===== config.mk =====
export PLATFORM = sky130hd
export DESIGN_NAME = systolic_ctrl
export DESIGN_NICKNAME = d
export VERILOG_FILES = /design/src/rtl/systolic_ctrl.sv
export SDC_FILE = /design/constraint.sdc
export NUM_CORES = 1
export LEC_CHECK = 0
export ABC_AREA = 1
export ABC_CLOCK_PERIOD_IN_PS = 4100
export BUFFER_PORTS_ARGS = -buffer_cell sky130_fd_sc_hd__buf_2
export CORE_MARGIN = 2
export CORE_UTILIZATION = 30
export CTS_CLUSTER_DIAMETER = 200
export DETAILED_ROUTE_END_ITERATION = 8
export GPL_TIMING_DRIVEN = 0
export PLACE_DENSITY_LB_ADDON = 0.15
export SLEW_MARGIN = 20
export SYNTH_ARGS = -nofsm -noshare
export SYNTH_HDL_FRONTEND = slang
export SYNTH_SLANG_ARGS = --single-unit

===== constraint.sdc =====
create_clock -name clk -period 4.1 [get_ports clk]
set_input_delay 0.41 -clock clk [delete_from_list [all_inputs] [get_ports clk]]
set_output_delay 0.41 -clock clk [all_outputs]
set_load 0.05 [all_outputs]

===== src/rtl/systolic_ctrl.sv =====
// systolic_ctrl: sequencer for an NxN systolic matmul array.
//
// Collects one A tile (column beats) and one B tile (row beats) from the host.
// Replays them into the array with diagonal skew, captures N result rows from
// the array bottom edge at a fixed latency, then returns those rows to the host
// over a valid/ready port. One tile is in flight at a time.
//
// Optional feature macro: SYSTOLIC_CTRL_PERF_EN adds the perf_cycles output.
//
// Ports
//   clk, reset      clock (rising edge), asynchronous active-low reset
//   start           begin a tile, sampled only while idle
//   busy            high whenever the sequencer is not idle
//   done            one-cycle pulse after the last result row is accepted
//   in_valid        operand beat valid (host -> ctrl)
//   in_ready        operand beat ready, high only while filling
//   in_a_col        beat k: lane i = A[i][k]
//   in_b_row        beat k: lane j = B[k][j]
//   arr_clear       clears array accumulators
//   arr_load        array load/enable, high while feeding
//   arr_vals        skewed A lanes to the array
//   arr_weights     skewed B lanes to the array
//   arr_result      array bottom-edge sums
//   res_valid       result row valid (ctrl -> host)
//   res_ready       host accepts result row
//   res_row         result row r, lane c = C[r][c]
//   perf_cycles     (SYSTOLIC_CTRL_PERF_EN only) busy-cycle count of the last tile

module systolic_ctrl #(
    parameter int unsigned ARRAY_SIZE = 4,
    parameter int unsigned DATA_WIDTH = 4,
    parameter int unsigned SUM_WIDTH  = DATA_WIDTH * DATA_WIDTH,
    parameter int unsigned RESULT_LAT = 8
) (
    input  logic                                clk,
    input  logic                                reset,
    input  logic                                start,
    output logic                                busy,
    output logic                                done,
    input  logic                                in_valid,
    output logic                                in_ready,
    input  logic [ARRAY_SIZE*DATA_WIDTH-1:0]    in_a_col,
    input  logic [ARRAY_SIZE*DATA_WIDTH-1:0]    in_b_row,
    output logic                                arr_clear,
    output logic                                arr_load,
    output logic [ARRAY_SIZE*DATA_WIDTH-1:0]    arr_vals,
    output logic [ARRAY_SIZE*DATA_WIDTH-1:0]    arr_weights,
    input  logic [ARRAY_SIZE*SUM_WIDTH-1:0]     arr_result,
    output logic                                res_valid,
    input  logic                                res_ready,
    output logic [ARRAY_SIZE*SUM_WIDTH-1:0]     res_row
`ifdef SYSTOLIC_CTRL_PERF_EN
    ,
    output logic [31:0]                         perf_cycles
`endif
);

    localparam int unsigned N        = ARRAY_SIZE;
    localparam int unsigned DW       = DATA_WIDTH;
    localparam int unsigned SW       = SUM_WIDTH;
    localparam int unsigned FEED_CYC = 2 * N - 1;
    localparam int unsigned CAP_LAST = RESULT_LAT + N - 1;
    localparam int unsigned IW       = (N > 1) ? $clog2(N) : 1;
    localparam int unsigned GW       = $clog2(FEED_CYC + CAP_LAST + 2);
    // Short latencies land every row before FEED ends; DRAIN is then skipped.
    localparam bit          CAP_IN_FEED = (CAP_LAST < FEED_CYC);

    typedef enum logic [2:0] {
        S_IDLE   = 3'd0,
        S_FILL   = 3'd1,
        S_FEED   = 3'd2,
        S_DRAIN  = 3'd3,
        S_UNLOAD = 3'd4
    } state_t;

    state_t          state;
    state_t          state_nxt;
    logic [IW-1:0]   beat_cnt;
    logic [IW-1:0]   beat_nxt;
    logic [IW-1:0]   rd_cnt;
    logic [IW-1:0]   rd_nxt;
    logic [IW-1:0]   cap_idx;
    logic [GW-1:0]   g_cnt;
    logic [GW-1:0]   g_nxt;
    logic            fill_we;
    logic            cap_en;
    logic            done_nxt;

    logic [N*DW-1:0] vals_nxt;
    logic [N*DW-1:0] weights_nxt;
    logic [N*SW-1:0] res_row_nxt;

    // Tile storage: one packed beat per entry, lanes as delivered by the host.
    logic [N*DW-1:0] a_col_buf [N];
    logic [N*DW-1:0] b_row_buf [N];
    logic [N*SW-1:0] row_buf   [N];

    // Next-state, counters and capture/handshake strobes.
    always_comb begin
        state_nxt = state;
        beat_nxt  = beat_cnt;
        g_nxt     = g_cnt;
        rd_nxt    = rd_cnt;
        done_nxt  = 1'b0;
        fill_we   = 1'b0;
        cap_en    = ((state == S_FEED) || (state == S_DRAIN)) &&
                    (g_cnt >= GW'(RESULT_LAT)) && (g_cnt <= GW'(CAP_LAST));
        cap_idx   = IW'(g_cnt - GW'(RESULT_LAT));

        case (state)
            S_IDLE: begin
                if (start) begin
                    state_nxt = S_FILL;
                    beat_nxt  = '0;
                    g_nxt     = '0;
                    rd_nxt    = '0;
                end
            end
            S_FILL: begin
                if (in_valid) begin
                    fill_we = 1'b1;
                    if (beat_cnt == IW'(N - 1)) begin
                        state_nxt = S_FEED;
                        beat_nxt  = '0;
                        g_nxt     = '0;
                    end else begin
                        beat_nxt = beat_cnt + 1'b1;
                    end
                end
            end
            S_FEED: begin
                g_nxt = g_cnt + 1'b1;
                if (g_cnt == GW'(FEED_CYC - 1)) begin
                    state_nxt = CAP_IN_FEED ? S_UNLOAD : S_DRAIN;
                end
            end
            S_DRAIN: begin
                g_nxt = g_cnt + 1'b1;
                if (g_cnt == GW'(CAP_LAST)) begin
                    state_nxt = S_UNLOAD;
                end
            end
            S_UNLOAD: begin
                if (res_ready) begin
                    if (rd_cnt == IW'(N - 1)) begin
                        state_nxt = S_IDLE;
                        rd_nxt    = '0;
                        done_nxt  = 1'b1;
                    end else begin
                        rd_nxt = rd_cnt + 1'b1;
                    end
                end
            end
            default: begin
                state_nxt = S_IDLE;
            end
        endcase
    end

    // Skewed lanes for the upcoming FEED cycle t = g_nxt: lane i carries beat t-i.
    // The beat being written this edge is forwarded so the newest beat is usable
    // on the very next cycle.
    always_comb begin
        vals_nxt    = '0;
        weights_nxt = '0;
        if (state_nxt == S_FEED) begin
            for (int i = 0; i < int'(N); i++) begin
                if ((int'(g_nxt) >= i) && ((int'(g_nxt) - i) < int'(N))) begin
                    if (fill_we && (beat_cnt == IW'(int'(g_nxt) - i))) begin
                        vals_nxt[i*DW +: DW]    = in_a_col[i*DW +: DW];
                        weights_nxt[i*DW +: DW] = in_b_row[i*DW +: DW];
                    end else begin
                        vals_nxt[i*DW +: DW]    = a_col_buf[IW'(int'(g_nxt) - i)][i*DW +: DW];
                        weights_nxt[i*DW +: DW] = b_row_buf[IW'(int'(g_nxt) - i)][i*DW +: DW];
                    end
                end
            end
        end
    end

    // Row presented to the host next cycle; bypasses a row captured this edge.
    always_comb begin
        res_row_nxt = '0;
        if (state_nxt == S_UNLOAD) begin
            if (cap_en && (cap_idx == rd_nxt)) begin
                res_row_nxt = arr_result;
            end else begin
                res_row_nxt = row_buf[rd_nxt];
            end
        end
    end

    // State, counters and registered outputs.
    always_ff @(posedge clk or negedge reset) begin
        if (!reset) begin
            state       <= S_IDLE;
            beat_cnt    <= '0;
            g_cnt       <= '0;
            rd_cnt      <= '0;
            busy        <= 1'b0;
            done        <= 1'b0;
            in_ready    <= 1'b0;
            arr_clear   <= 1'b0;
            arr_load    <= 1'b0;
            arr_vals    <= '0;
            arr_weights <= '0;
            res_valid   <= 1'b0;
            res_row     <= '0;
        end else begin
            state       <= state_nxt;
            beat_cnt    <= beat_nxt;
            g_cnt       <= g_nxt;
            rd_cnt      <= rd_nxt;
            busy        <= (state_nxt != S_IDLE);
            done        <= done_nxt;
            in_ready    <= (state_nxt == S_FILL);
            arr_clear   <= (state_nxt == S_IDLE) || (state_nxt == S_FILL);
            arr_load    <= (state_nxt == S_FEED);
            arr_vals    <= vals_nxt;
            arr_weights <= weights_nxt;
            res_valid   <= (state_nxt == S_UNLOAD);
            res_row     <= res_row_nxt;
        end
    end

    // Tile and result buffers hold data only; their reset value is irrelevant.
    always_ff @(posedge clk) begin
        if (fill_we) begin
            a_col_buf[beat_cnt] <= in_a_col;
            b_row_buf[beat_cnt] <= in_b_row;
        end
        if (cap_en) begin
            row_buf[cap_idx] <= arr_result;
        end
    end

`ifdef SYSTOLIC_CTRL_PERF_EN
    // Busy-cycle counter: cleared on start accept, frozen while idle, saturating.
    always_ff @(posedge clk or negedge reset) begin
        if (!reset) begin
            perf_cycles <= '0;
        end else if (state == S_IDLE) begin
            if (start) begin
                perf_cycles <= '0;
            end
        end else if (perf_cycles != 32'hFFFF_FFFF) begin
            perf_cycles <= perf_cycles + 32'd1;
        end
    end
`endif

endmodule


* After elaboration in Yosys (flattened, before gate mapping)
Memories as Yosys holds them, arrays and structs flattened. Cells that the tools add are included.
Cells by class: add/sub/neg operators 7, order comparisons 9, eq/ne operators 18, muxes and demuxes 49, reductions and logical operators 18
Operators by type and width (count):
- $mux W64 | 2
- $lt A32 B4 Y1 const B | 3
- $mux W4 | 16
- $mux W16 | 2
- $mux W3 | 7
- $mux W5 | 3
- $pmux W3 S5 | 1
- $pmux W5 S3 | 1
- $mux W2 | 6
- $sub A5 B2 Y6 const B | 2
- $eq A2 B2 Y1 | 5
- $ge A5 B2 Y1 const B | 2
- $logic_and A1 B1 Y1 | 10
- $eq A3 B2 Y1 const B | 3
- $mux W1 | 9
- $pmux W2 S2 | 2
- $eq A3 B1 Y1 const B | 2
- $eq A3 B3 Y1 const B | 2
- $logic_not A3 Y1 | 2
- $sub A5 B1 Y6 const B | 1
- $add A5 B1 Y5 const B | 1
- $eq A5 B3 Y1 const B | 1
- $eq A5 B4 Y1 const B | 1
- $ge A5 B1 Y1 const B | 1
- 12 further kinds | 16
Word-level totals: register bits 114, bits in writable memories 384, bits of input ports 101, output and inout bits 102, word-level logic and storage cells 117, memories kept 3
Memory list:
- row_buf | words 4, width 64, read ports 1, clocked after memory_dff 0, wr ports 1, RTL line 96 | logic [N*SW-1:0] row_buf [N];
- a_col_buf | words 4, width 16, read ports 4, clocked after memory_dff 0, wr ports 1, RTL line 94 | logic [N*DW-1:0] a_col_buf [N];
- b_row_buf | words 4, width 16, read ports 4, clocked after memory_dff 0, wr ports 1, RTL line 95 | logic [N*DW-1:0] b_row_buf [N];

* Depth between registers and ports, before layout
Gate-level depths: netlist (run 1).
depth in word-level cells 10, mapped depth 16, mapped depth without buffers 14

* Least setup slack after synthesis (run 1)
OpenSTA, ideal clock, no wires.
kind register to register, from reg g_cnt[0], to mem row_buf[0][0] (netlist bit), enable pin, library setup time 486 ps, data arrival time 3749 ps, data required time 3614 ps, slack -135 ps, cell stages (with the launch flop) 6, buffers on the path 0, period minus slack after synthesis 4235 ps, cells stage by stage dfrtp_1 > ha_1 > nand2_1 > a211oi_2 > inv_2 > nor2_1
On the way: cells in the longest elaborated chain, start to end 5, elaborated cells between the ends (all ways) 7, classes of those cells add/sub: 1; order compare: 2; mux: 2; reduce/logical: 2
RTL lines:
- start, declared | RTL line 83 | logic [GW-1:0] g_cnt;
- start signal, assigned | RTL line 212 | g_cnt <= g_nxt;
- $ge A5 B4 Y1 | RTL line 107 | (g_cnt >= GW'(RESULT_LAT)) && (g_cnt <= GW'(CAP_LAST));
- $logic_and A1 B1 Y1 | RTL line 106 | cap_en = ((state == S_FEED) || (state == S_DRAIN)) &&
- $logic_and A1 B1 Y1 | RTL line 107
- $mux W1 | RTL line 232 | if (cap_en) begin
- $mux W1 (implied by the code) | RTL line 233 | row_buf[cap_idx] <= arr_result;
- end, declared | RTL line 96
Parallel ways exist; a longest one is shown, timed or not.

* Worst setup path in the final report (run 1)
from reg beat_cnt[1], to reg arr_vals[14]
On the way: cells in the longest elaborated chain, start to end 10, elaborated cells between the ends (all ways) 18, classes of those cells add/sub: 1; order compare: 2; eq/ne: 3; mux: 9; reduce/logical: 2; memory: 1
RTL lines:
- start, declared | RTL line 78 | logic [IW-1:0] beat_cnt;
- start signal, assigned | RTL line 211 | beat_cnt <= beat_nxt;
- $eq A2 B2 Y1 (*) | RTL line 122 | if (beat_cnt == IW'(N - 1)) begin
- $mux W5 (*) | RTL line 122
- $mux W5 (*) | RTL line 120 | if (in_valid) begin
- $pmux W5 S3 (*) | RTL line 110 | case (state)
- via g_nxt[0] | RTL line 84 | logic [GW-1:0] g_nxt;
- parallel branches: the longest is 4 deep, another holds $lt A32 B4 Y1
- $mux W4 (*) | RTL line 168 | if ((int'(g_nxt) >= i) && ((int'(g_nxt) - i) < int'(N))) begin
- $mux W16 (*) | RTL line 166 | if (state_nxt == S_FEED) begin
- via vals_nxt[14] | RTL line 89 | logic [N*DW-1:0] vals_nxt;
- end signal, assigned | RTL line 219 | arr_vals <= vals_nxt;
- end, declared | RTL line 46 | output logic [ARRAY_SIZE*DATA_WIDTH-1:0] arr_vals,
Mark *: on every way through the listed nets, which the timed path passes. A chain may end at the register's enable or synchronous reset.

==> summary.md, run 1 <==
| Metric | Value |
|---|---|
| PortBufs | 202 |
| H-tree levels | 2 |
| Synth area leaders | edfxtp_1 57%, dfrtp_1 14%, nor2_1 6.6% |
| Cell accounting for the most synthesized area | edfxtp_1 |
| Total power | between 10 and 15 mW |
| Drt drc | 0 |
| HP Class | in -> reg |
| # clock sinks | between 400 and 500 |
| Syn Inst Count | between 1,500 and 2,000 |
| Period utilization | 0.870 |
| Cell Rows | 95 |
| Vias per inst | approximately 4.6 |
| Final setup viols | 0 |
| Total core area | 66,800 um^2 |
| Status | completed |
| Multi-input gate area | between 5000 and 6000 um^2 |
| Worst setup path class | reg -> reg |
| Post-Syn Area | 20,200 um^2 |
| Clock transition at path regs | ~0.060 ns |
| Count leader, synth | edfxtp_1 |
| TritonCTS clock tree | done |
| Critical path required time | around 4.6 ns |
| Peak VDD IR | 0.402 mV |
| WL final | approximately 56 mm |
| Routed Antenna Nets | 0 |
| DR WL/cell | 18.8 um |
| Worst rel slew slack | 0.373 |
| FMAX | between 200 and 300 MHz |
| Net count after synthesis | ~1,900 |
| GRT Residual Overflow | 0 |
| RR Startpoint | beat_cnt[1]$_DFFE_PN0P_ |
| Placed Cells incl. Taps | between 2,000 and 3,000 |
| Gr usage total | 0.163 |
| Startpoint Class | flip-flop |
| Area occupied by registers | 14,400 um^2 |
| Fin cells | 3,005 |
| Synth top area share | 0.572 |
| CTS Buf Count | 56 |
| First DRT Iteration DRCs | between 800 and 900 |
| Layout Nets | 2,199 |
| Vias in the first global route | 14,000 |
| Clk buf depth | 3 |
| Reg2reg path depth | 14 |
| Die Wd | 263 um |
| Number of fill cells | 6,554 |
| Die height | ~260 um |
| Largest net degree at the start of global routing | 65 |
| Via count | about 14,000 |
| Least-Margin Pin Slew | approximately 0.94 ns |
| FF-to-FF End | arr_vals[14]$_DFF_PN0_ |
| Avg Cell Area, Syn | between 10 and 15 um^2 |
| Most used DFF post-synth | edfxtp_1 |
| Final Hold Vio Count | 0 |
| #FFs+latches synth | ~500 |
| Crit path capture type | flip-flop |
| CP max FO | 11 |
| Worst setup path end | arr_vals[14]$_DFF_PN0_ |
| Synth top cells by count | 384 x edfxtp_1, 354 x nor2_1, 313 x nand2_1, 144 x o21ai_0, 114 x dfrtp_1 |
| Start point of the critical path | beat_cnt[1]$_DFFE_PN0P_ |
| Root Driver | clkbuf_16 |
| DR pass1 iterations | 7 |
| Die Area | approximately 69,000 um^2 |
| Initial antenna violation count | 7 |
| Power Density | just under 600 nW/um^2 |
| Half-perimeter wire length after placement | around 37 mm |
| Clock Latency Late Sink | approximately 0.62 ns |
| Worst R2R Setup Slack | 0.53 ns |
| Placer Congestion | 0.781 |
| RSZ-0062 raised after global routing | false |
| Seq/Total Area, Yosys | 0.714 |
| Initial Utilization | 0.302 |
| Maxcap violations | 0 |
| Leak Pwr | about 10 nW |
| Share of layout cells above drive strength 1 | 0.186 |
| Post-synth EDFFs | ~380 |
| Skew final | approximately 0.027 ns |
| Ys async rst share | 0.229 |
| Syn. warnings | 0 |
| Arrival @ worst endpoint | 4.09 ns |
| P&R area growth vs syn | 24.5% |
| First-pass GRT wire length | ~86 mm |
| I/O pin count | ~200 |
| Number of library cell types mapped by synthesis | 38 |
| Min cycle time layout | approximately 3.6 ns |
| Max-slew violations | 0 |
-- power by group --
part	leakage (nW)	switching [mW]	internal [mW]
Clock	0.925	2.06	2.96
Combinational	4.01	2.64	1.06
Sequential	5.04	0.129	5.72
-- kinds of logic after synthesis --
kind of cell,after synthesis,share of synthesized area
xor+xnor,4,0.00174
compound gates,237,0.0644
flops,498,0.714
simple gates,811,0.169
buf+inv,204,0.0421
fa+ha+maj,14,0.00869
-- worst min path at each step --
stage / slack (ns) / end / cells past startpoint / startpoint
after floorplan: 0.11 / arr_clear$_DFF_PN0_ / 0 / reset
after global placement: 0.59 / arr_vals[0]$_DFF_PN0_ / 2 / a_col_buf[1][0]$_DFFE_PP_
after detailed placement: 0.37 / arr_vals[1]$_DFF_PN0_ / 1 / reset
after CTS: 0.0006 / b_row_buf[1][15]$_DFFE_PP_ / 1 / in_b_row[15]
after global routing: 0.01 / b_row_buf[1][15]$_DFFE_PP_ / 1 / in_b_row[15]
final: 0.04 / b_row_buf[1][15]$_DFFE_PP_ / 1 / in_b_row[15]
-- per-stage QoR --
step                 util  cell area (um^2)  hold slack (ns)  setup TNS (ns)  setup slack [ns]
finish              0.376             25100           0.0356               0             0.532
global route        0.376             25100           0.0135               0             0.166
floorplan               -             20200            0.114          -34.47            -0.135
CTS                 0.375             25100         0.000641               0            0.0602
global placement    0.333             22300            0.591         -872.84             -3.44
detailed placement  0.342             22800            0.371           -1.48            -0.225
-- cell type report --
type | count | area share
Timing Repair Buffer | 259 | 0.0752
Clock buffer | 79 | 0.0649
Inverter | 121 | 0.0181
Antenna cell | 1 | 0.0000998
Buffer | 82 | 0.0156
Multi-Input combinational cell | 1066 | 0.199
Sequential cell | 498 | 0.573
Clock inverter | 26 | 0.00978
Tap cell | 873 | 0.0435
-- layer usage --
layer | wire [um] | share of wire | vias up | global-route usage
met2 | 27600 | 0.49 | 279 | 0.278
li1 | - | - | 6661 | -
met3 | 2390 | 0.042 | 90 | 0.0268
met5 | 61 | 0.0011 | - | 0
met1 | 25100 | 0.45 | 6687 | 0.213
met4 | 1240 | 0.022 | 10 | 0.0462
-- sequential cells by signal, indices dropped and copies added (netlist names), 2 cells and up --
name / flops
row_buf: 256
a_col_buf: 64
b_row_buf: 64
res_row: 64
arr_vals: 16
arr_weights: 16
g_cnt: 5
state: 3
beat_cnt: 2
rd_cnt: 2
-- worst max-delay path, cell delays in order (launching register included) --
cell and delay, ns:
dfrtp_1 0.53, ha_1 0.29, nand2_1 0.20, nand4_1 0.18, nand2_1 0.17, nand2_1 0.06
nand2_1 0.11, buf_2 0.25, buf_2 0.34, ha_1 0.49, xnor2_4 0.29, nand2_1 0.25
nand3_1 0.14, nand3_1 0.08, nor2_1 0.11
-- cells in the final DEF (no fill, tap or decap), types with 21 or more instances in the layout --
cell             n
buf_2          236
nor2_1         346
o21ai_0        144
dlygate4sd3_1   36
nand2_1        313
nand3_1         67
clkbuf_1        45
nand3b_1        21
inv_1          113
o22ai_1         64
dfrtp_1        114
clkbuf_16       57
edfxtp_1       384
-- repair_timing --
item	in CTS	in global routing
resized for setup	1	1
pin swaps	0	1
gates cloned	0	0
setup buffers	0	1
setup endpoints to repair	8	8
endpoints found under the hold margin	179	0
hold buffers	36	0
Power figures use the tool's default switching activity.
==> run 2: changes to the inputs <==
- CORE_ASPECT_RATIO: not set -> 1.25
- PLACE_DENSITY_LB_ADDON: 0.15 -> not set
==> summary.md, run 2 (synthesis gave the netlist of run 1 again) <==
| Metric | Value |
|---|---|
| Final Hold Vio Count | 0 |
| Cell Rows | roughly 110 |
| Root Driver | clkbuf_16 |
| Placed Cells incl. Taps | ~2,900 |
| Clock Latency Late Sink | between 0.6 and 0.7 ns |
| CP max FO | 11 |
| Vias in the first global route | about 14,000 |
| Half-perimeter wire length after placement | 38.3 mm |
| Total core area | around 67,000 um^2 |
| First-pass GRT wire length | 84.7 mm |
| Clk buf depth | 3 |
| Peak VDD IR | around 0.35 mV |
| DR pass1 iterations | 7 |
| Leak Pwr | 9.80 nW |
| Total power | 14.2 mW |
| H-tree levels | 2 |
| Period utilization | 0.935 |
| PortBufs | a little over 200 |
| Startpoint Class | flip-flop |
| WL final | 56.2 mm |
| Final core utilization | 0.371 |
| Post-CTS setup buffers | 0 |
| Worst setup path class | reg -> reg |
| Top reg by flops | row_buf |
| Placer Congestion | around 0.81 |
| Worst-path cell chain | ha_1, nand2_1, nand4_1, nand2_1, nand2_1, nand2_1, buf_2, buf_2, ha_1, buf_1, xnor2_4, nand2_1, nand2_1, nand3_1, nor2_1 |
| Die Wd | about 240 um |
| Initial antenna violation count | 17 |
| Final setup viols | 0 |
| Max stage delay on crit path | 0.50 ns |
| Skew final | roughly 0.021 ns |
| Power Density | ~570 nW/um^2 |
| Min cycle time layout | 3.83 ns |
| # clock sinks | 498 |
| DR WL/cell | roughly 19 um |
| Status | completed |
| Initial Utilization | 0.302 |
| Most common cell after layout, fill and taps aside | edfxtp_1 |
| Via count | around 14,000 |
| Layout Nets | roughly 2,200 |
| Final hold slack | around 0.025 ns |
| Commonest cells after routing, fill and taps aside | 384 x edfxtp_1, 346 x nor2_1, 313 x nand2_1, 236 x buf_2, 144 x o21ai_0 |
| GRT Residual Overflow | 0 |
| Die height | 294 um |
| Maxcap violations | 0 |
| Crit path capture type | flip-flop |
| Fin cells | about 3,000 |
| Clock transition at path regs | about 0.060 ns |
| HP Class | in -> reg |
| Largest net degree at the start of global routing | 65 |
| Vias per inst | 4.72 |
| CTS Buf Count | 53 |
| Slowest cell on crit path | dfrtp_1 |
| Arrival @ worst endpoint | about 4.4 ns |
| RSZ-0062 raised after global routing | false |
| Number of flip-flops in the largest register | around 260 |
| Share of layout cells above drive strength 1 | 0.184 |
| FMAX | 261 MHz |
| Drt drc | 0 |
| Worst rel slew slack | 0.442 |
| Die Area | ~70,000 um^2 |
| I/O pin count | ~200 |
| Max-slew violations | 0 |
| TritonCTS clock tree | done |
| Least-Margin Pin Slew | approximately 0.84 ns |
| Gr usage total | 0.160 |
| Routed Antenna Nets | 0 |
| First DRT Iteration DRCs | between 900 and 1,000 |
| P&R area growth vs syn | 22.8% |
| CP dominant cell by count | nand2_1 |
| Critical path required time | ~4.6 ns |
## run 2: path summary, 6_finish.rpt
| path | start | end | slack, ns | cells after the start |
|---|---|---|---|---|
| setup / recovery | beat_cnt[1]$_DFFE_PN0P_ | arr_vals[12]$_DFF_PN0_ | 0.27 | 15 |
| hold / removal | arr_result[59] | row_buf[0][59]$_DFFE_PP_ | 0.03 | 1 |
| setup reg to reg | beat_cnt[1]$_DFFE_PN0P_ | arr_vals[12]$_DFF_PN0_ | 0.27 | 15 |
| hold reg to reg | b_row_buf[1][3]$_DFFE_PP_ | arr_weights[3]$_DFF_PN0_ | 0.59 | 2 |
| max in group asynchronous | reset | res_row[29]$_DFF_PN0_ | 3.02 | 3 |
| min in group asynchronous | reset | res_row[47]$_DFF_PN0_ | 0.36 | 2 |
## run 2: area by class of cell
class	instances	area, um^2
fill	6487	42000
clock buffer	64	1420
inverter	121	454
antenna	6	15.0
timing repair buffer	240	1710
tap	864	1080
sequential	498	14400
clock inverter	35	290
buffer	83	394
multi-input combinational	1066	5000
## run 2: repair_timing
action	in CTS	in global routing
endpoints found under the hold margin	125	0
gates resized for setup	1	1
hold buffers	19	0
endpoints found under the setup margin	8	8
cloned	0	0
## run 2: where the power goes
group	internal, mW	switching, mW	total, mW
Clock	2.67	2.00	4.67
Combinational	1.04	2.60	3.64
Sequential	5.72	0.133	5.85
Total	9.42	4.74	14.2
## run 2: worst max-delay path: cells and delay by family, from the launching register on
kind	cells	cell delay, ns
and+or+nand+nor	9	1.33
xor gates and xnor gates	1	0.43
buffers and inverters	3	0.91
DFF	1	0.50
adders and majority gates	2	0.56
## run 2: per-stage QoR
stage          setup WS (ns)  instance area [um^2]  TNS, ns
6_report               0.267                 24700        0
5_1_grt              0.00404                 24700        0
4_1_cts                0.149                 24700        0
3_5_place_dp          -0.113                 22800   -0.684
3_3_place_gp           -2.86                 22200  -736.40
2_1_floorplan         -0.135                 20200   -34.47
## run 2: per-layer routing
layer  GRT usage  part of all wire
met1       0.189              0.39
met3      0.0426             0.081
met4      0.0440             0.021
met2       0.286              0.51
met5           0            0.0023
